`config.mk`:
```
export PLATFORM = sky130hd
export DESIGN_NAME = fetch_sequencer
export DESIGN_NICKNAME = d
export VERILOG_FILES = /design/src/rtl/cpu_pkg.sv /design/src/rtl/pc_next_mux.sv /design/src/rtl/fetch_sequencer.sv
export SDC_FILE = /design/constraint.sdc
export NUM_CORES = 1
export LEC_CHECK = 0
export ABC_CLOCK_PERIOD_IN_PS = 2100
export CORE_MARGIN = 1.5
export CORE_UTILIZATION = 42
export DETAILED_ROUTE_END_ITERATION = 7
export GPL_TIMING_DRIVEN = 1
export PLACE_DENSITY = 0.76
export SLEW_MARGIN = 0
export SYNTH_ARGS = -nofsm -noshare
export SYNTH_HDL_FRONTEND = slang
export SYNTH_SLANG_ARGS = --single-unit
```
`constraint.sdc`:
```
create_clock -name clk -period 2.1 [get_ports clk]
set_input_delay 0.21 -clock clk [delete_from_list [all_inputs] [get_ports clk]]
set_output_delay 0.21 -clock clk [all_outputs]
set_load 0.05 [all_outputs]
```
`src/rtl/cpu_pkg.sv`:
```
// Shared fetch-side types and constants for the rv32i core.
// Sequencer state encoding, next-PC select codes and default vectors.
package cpu_pkg;

  typedef enum logic [1:0] {
    BOOT = 2'd0,
    RUN  = 2'd1,
    HALT = 2'd2
  } seq_state_t;

  typedef enum logic [1:0] {
    PC_HOLD  = 2'd0,
    PC_INCR  = 2'd1,
    PC_REDIR = 2'd2,
    PC_TRAP  = 2'd3
  } pc_sel_t;

  // Result of the next-PC selection, consumed by the sequencer registers
  typedef struct packed {
    logic [31:0] pc;
    pc_sel_t     sel;
    logic        misaligned;
  } pc_mux_t;

  localparam logic [31:0] INST_BYTES         = 32'd4;
  localparam logic [31:0] DEF_RESET_VECTOR   = 32'h0000_0000;
  localparam logic [31:0] DEF_TRAP_VECTOR    = 32'h0000_0100;

  function automatic logic is_aligned(input logic [31:0] addr);
    return addr[1:0] == 2'b00;
  endfunction

endpackage

```
`src/rtl/pc_next_mux.sv`:
```
// Next-PC select: redirect / trap / increment / hold, with target alignment check.
// Purely combinational; hold is chosen whenever neither redirect nor advance is asserted.
module pc_next_mux
  import cpu_pkg::*;
#(
  parameter logic [31:0] TRAP_VECTOR = DEF_TRAP_VECTOR
) (
  input  logic [31:0] pc,
  input  logic        redirect_en,
  input  logic [31:0] redirect_target,
  input  logic        advance,
  output pc_mux_t     mux
);

  logic target_ok;

  assign target_ok = is_aligned(redirect_target);

  // Redirect outranks advance so a stalled pipe never drops a taken branch
  always_comb begin
    mux            = '0;
    mux.pc         = pc;
    mux.sel        = PC_HOLD;
    mux.misaligned = 1'b0;
    if (redirect_en) begin
      if (target_ok) begin
        mux.pc  = redirect_target;
        mux.sel = PC_REDIR;
      end else begin
        mux.pc         = TRAP_VECTOR;
        mux.sel        = PC_TRAP;
        mux.misaligned = 1'b1;
      end
    end else if (advance) begin
      mux.pc  = pc + INST_BYTES;
      mux.sel = PC_INCR;
    end
  end

endmodule

```
`src/rtl/fetch_sequencer.sv`:
```
// Fetch PC sequencer: boot hold-off, redirects, halt/resume and misalign traps.
// Latency 1 cycle redirect-to-PC; stall or non-RUN state holds the PC and asserts fetch_stall.
module fetch_sequencer
  import cpu_pkg::*;
#(
  parameter logic [31:0] RESET_VECTOR = DEF_RESET_VECTOR,
  parameter logic [31:0] TRAP_VECTOR  = DEF_TRAP_VECTOR
) (
  input  logic        clk,
  input  logic        rstn,
  input  logic        boot_done,
  input  logic        stall,
  input  logic        redirect_valid,
  input  logic [31:0] redirect_target,
  input  logic        halt_req,
  input  logic        resume,
  output logic [31:0] pc_next,
  output logic        fetch_stall,
  output logic        flush,
  output logic        misalign_trap,
  output logic [31:0] trap_addr,
  output logic [1:0]  seq_state,
  output logic [31:0] fetch_count
);

  seq_state_t  state_q;
  logic [31:0] pc_q;
  logic        redirect_en;
  logic        advance;
  pc_mux_t     mux;

  // HALT still accepts redirects so in-flight branches drain into the PC
  assign redirect_en = redirect_valid && (state_q == RUN || state_q == HALT);
  assign advance     = (state_q == RUN) && !stall;

  pc_next_mux #(
    .TRAP_VECTOR (TRAP_VECTOR)
  ) u_pc_next_mux (
    .pc              (pc_q),
    .redirect_en     (redirect_en),
    .redirect_target (redirect_target),
    .advance         (advance),
    .mux             (mux)
  );

  always_ff @(posedge clk) begin
    if (!rstn) begin
      state_q       <= BOOT;
      pc_q          <= RESET_VECTOR;
      flush         <= 1'b0;
      misalign_trap <= 1'b0;
      trap_addr     <= 32'h0;
      fetch_count   <= 32'h0;
    end else begin
      pc_q          <= mux.pc;
      flush         <= redirect_en;
      misalign_trap <= mux.misaligned;
      if (mux.misaligned) begin
        trap_addr <= redirect_target;
      end
      if (mux.sel == PC_INCR) begin
        fetch_count <= fetch_count + 32'd1;
      end
      case (state_q)
        BOOT: if (boot_done) state_q <= RUN;
        RUN:  if (halt_req) state_q <= HALT;
        HALT: if (resume && !halt_req) state_q <= RUN;
        default: state_q <= BOOT;
      endcase
    end
  end

  assign pc_next     = pc_q;
  assign seq_state   = state_q;
  assign fetch_stall = (state_q != RUN) || stall;

endmodule

```
==> results.md <==
- Crit share post-route: 94.2%
- Top FF cell, synth: dfxtp_1
- CTS tree: done
- FF-to-FF path depth: 8
- Final Net Count: 772
- ANT cells: 0
- Row Count: 37
- Final GP Congestion: 0.923
- Hold Buf Count CTS: 0
- Syn Nets: 615
- Synth Cell Area: 0.00456 sq mm
- Least-Margin Pin Slew: 0.587 ns
- Share of cells above drive strength 1: 9.97%
- Register area share after synthesis: 43.9%
- TritonCTS Sinks: 100
- Skew-Pair Late Insertion Delay: 0.37 ns
- Bufs and invs on worst path: 2
- IO buf count: 139
- Layout area overhead: 42.7%
- Final Power: 5.53 mW
- Crit path max-delay cell type: or4_1
- Maximum vdd drop: 0.417 mV
- Hold WC Path Type: primary input to flop
- Yosys warnings: 0
- Dpl cells: 847
- Crit-path max FO: 5
- Crit path from: seq_state[1]
- CP Data Required Time: 2.40 ns
- CTS HTree Levels: 3
- Die area: 0.0115 sq mm
- Critical Path Source Type: flop
- Number of synthesized flops with an enable pin: 0
- # setup viols final: 0
- Vias in the first global route: 4399
- Dpl hpwl: 9.93 mm
- Synth cell types: 51
- Vias per cell: 5.46
- Core Footprint: 0.0104 sq mm
- Pwr/cell area: 851 mW/mm^2
- Worst Setup End Kind: flop
- Max cap viols: 0
- Routed Antenna Nets: 0
- Max-slew headroom: 60.8%
- Final Cell Area: 0.00651 sq mm
- Cells after Synth: 570
- TNS Setup: 0 ns
- Total Routed Length: 13.8 mm
- Fillcell total: 889
- Worst Skew: 0.0132 ns
- Min-Delay Startpoint: redirect_target[11]
- Via count: 4742
- Highest cell delay on the worst timing path: 0.43 ns
- DRC: 0
- Crit path DAT: 2.28 ns
- RSZ-0062 raised after global routing: no
- Syn avg cell area: 8.00 sq um
- GR Overflow Total: 0
- Post-route insts no fill: 868
- Drt first pass iters: 4
- Critical-path cell list: inv_2 -> ha_1 -> and3b_1 -> nor3b_4 -> buf_4 -> nand4_4 -> or4_1 -> a21oi_1
- Fmax achieved: 505 MHz
- Ys async rst share: 0%
- Global-route wire length before repair: 21.4 mm
- Final Hold Vio Count: 0
- FF-to-FF Start: seq_state[1]
- Vert. Die Dim: 107 microns
- Largest net degree at the start of global routing: 83
- R2r setup slk: 0.12 ns
- Outcome: finished, final reports clean
- Min Tclk post-route: 1.98 ns
- Iteration-0 DRC Markers: 236
- DIE WIDTH: 107 microns
- Initial antenna violation count: 0
- WS Path Type: flop to flop
- WL/cell: 15.9 microns
- IO Pins: 140
- Stages on the worst setup path: 8
- GRT Overall Usage: 23.5%
- Post-placement cell area: 0.00629 sq mm
- Family with the most delay on the worst path: simple AND/OR/NAND/NOR gates
- RR Endpoint: fetch_count[30]
- Starting Density: 43.8%
- Number of CTS-inserted buffers: 9
- Pleak: 2.28 nW
- Root Buffer: clkbuf_8
- Yosys reg bits: 100
- Clk pin slew, worst setup/hold paths: 0.10 ns
- Worst setup path end: fetch_count[30]
- Slew Viols, Final: 0
- Deepest clock path buffer count: 2
## registers in the layout, summed over array words and instances (netlist names)
| signal | flops |
|---|---|
| fetch_count | 32 |
| flush | 1 |
| misalign_trap | 1 |
| pc_next | 32 |
| seq_state | 2 |
| trap_addr | 32 |
## worst min path at each step
stage / to / depth (start not counted)
detailed placement: trap_addr[20] / 2
finish: trap_addr[11] / 3
floorplan: pc_next[11] / 2
CTS: trap_addr[20] / 3
global route: trap_addr[13] / 3
global placement: trap_addr[9] / 2
## final cells by class
class	count	area, sq um	share of cell area (%)
sequential	100	2020	31.0
inverter	15	58.8	0.904
clock buffer	11	131	2.02
multi-input combinational	429	2450	37.7
clock inverter	5	31.3	0.481
timing repair buffer	172	1650	25.3
tap	136	170	2.62
## cell families after synthesis
| family | after synthesis | share of synthesized area (%) |
|---|---|---|
| simple gates | 272 | 29.1 |
| fa+ha+maj | 6 | 1.65 |
| flops | 100 | 43.9 |
| buf+inv | 42 | 3.54 |
| mux | 2 | 0.467 |
| xor+xnor | 39 | 7.49 |
| compound gates | 109 | 13.8 |
## cell usage in the layout, fill, tap and decap left out, types with 3 or more instances in the layout
| master | synthesis | routed |
|---|---|---|
| nand3_1 | 21 | 21 |
| inv_2 | 1 | 3 |
| and4_1 | 6 | 6 |
| xor2_1 | 26 | 26 |
| nand4_1 | 28 | 28 |
| o22ai_1 | 3 | 3 |
| xnor2_1 | 13 | 13 |
| dfxtp_2 | 0 | 5 |
| or3_1 | 12 | 12 |
| dfxtp_1 | 100 | 93 |
| clkinv_2 | 0 | 3 |
| clkbuf_8 | 0 | 9 |
| nand2_1 | 112 | 112 |
| nor2_1 | 45 | 44 |
| and2_1 | 6 | 5 |
| clkdlybuf4s50_1 | 0 | 138 |
| nor3_1 | 16 | 15 |
| o21ai_0 | 25 | 24 |
| a21oi_1 | 54 | 54 |
| buf_4 | 0 | 33 |
| and3_1 | 10 | 10 |
| inv_1 | 14 | 11 |
| ha_1 | 6 | 5 |
| a22oi_1 | 9 | 9 |
## Yosys cell counts (2+ instances only)
master    instances  area share [%]
clkbuf_1         24             2.0
ha_1              6             1.6
dfxtp_1         100              44
a221oi_1          2            0.38
buf_2             3            0.33
and2_1            6            0.82
xnor2_1          13             2.5
nand4_1          28             3.8
nor4_1            2            0.27
xor2_1           26             5.0
nand2_1         112             9.2
and3_1           10             1.4
a22o_1            2            0.38
or3_1            12             1.6
nor3_1           16             1.8
o22ai_1           3            0.41
nor2b_1           2            0.27
a31oi_1           2            0.27
inv_1            14             1.2
o21ai_0          25             2.7
nor2_1           45             3.7
a21o_1            2            0.33
a21oi_1          54             5.9
a22oi_1           9             1.5
nand3_1          21             2.3
and4_1            6             1.2
## per-stage QoR
| stage | setup slack (ns) | util (%) | hold slack [ns] |
|---|---|---|---|
| CTS | 0.0793 | 61.9 | 0.419 |
| finish | 0.121 | 62.5 | 0.419 |
| global placement | 0.102 | 60.3 | 0.442 |
| global route | 0.00418 | 62.5 | 0.428 |
| detailed placement | 0.0281 | 60.3 | 0.447 |
| floorplan | 0.00606 | - | 0.319 |
## routing by layer
| layer | track usage, % | up-vias | wire, microns |
|---|---|---|---|
| met5 | 0 | - | 0 |
| met4 | 9.90 | 0 | 342 |
| met3 | 3.47 | 24 | 878 |
| met2 | 38.2 | 192 | 6390 |
| met1 | 31.0 | 2222 | 6150 |
| li1 | - | 2304 | - |
## where the power goes
group          total [mW]  switching (mW)  internal [mW]
sequential           2.24           0.151           2.09
combinational        2.19            1.43          0.756
clock                1.10           0.673          0.429
## tightest hold or removal path, cell delays in order
cell	delay [ns]
clkdlybuf4s50_1	0.42
nand2_1	0.06
a21oi_1	0.05
## what timing repair did
item                                    4_1_cts  5_1_grt
endpoints found under the setup margin        0        7
setup buffers                                 0        4
resized for setup                             0        2
Note: power is estimated with default switching activity, not from simulation.
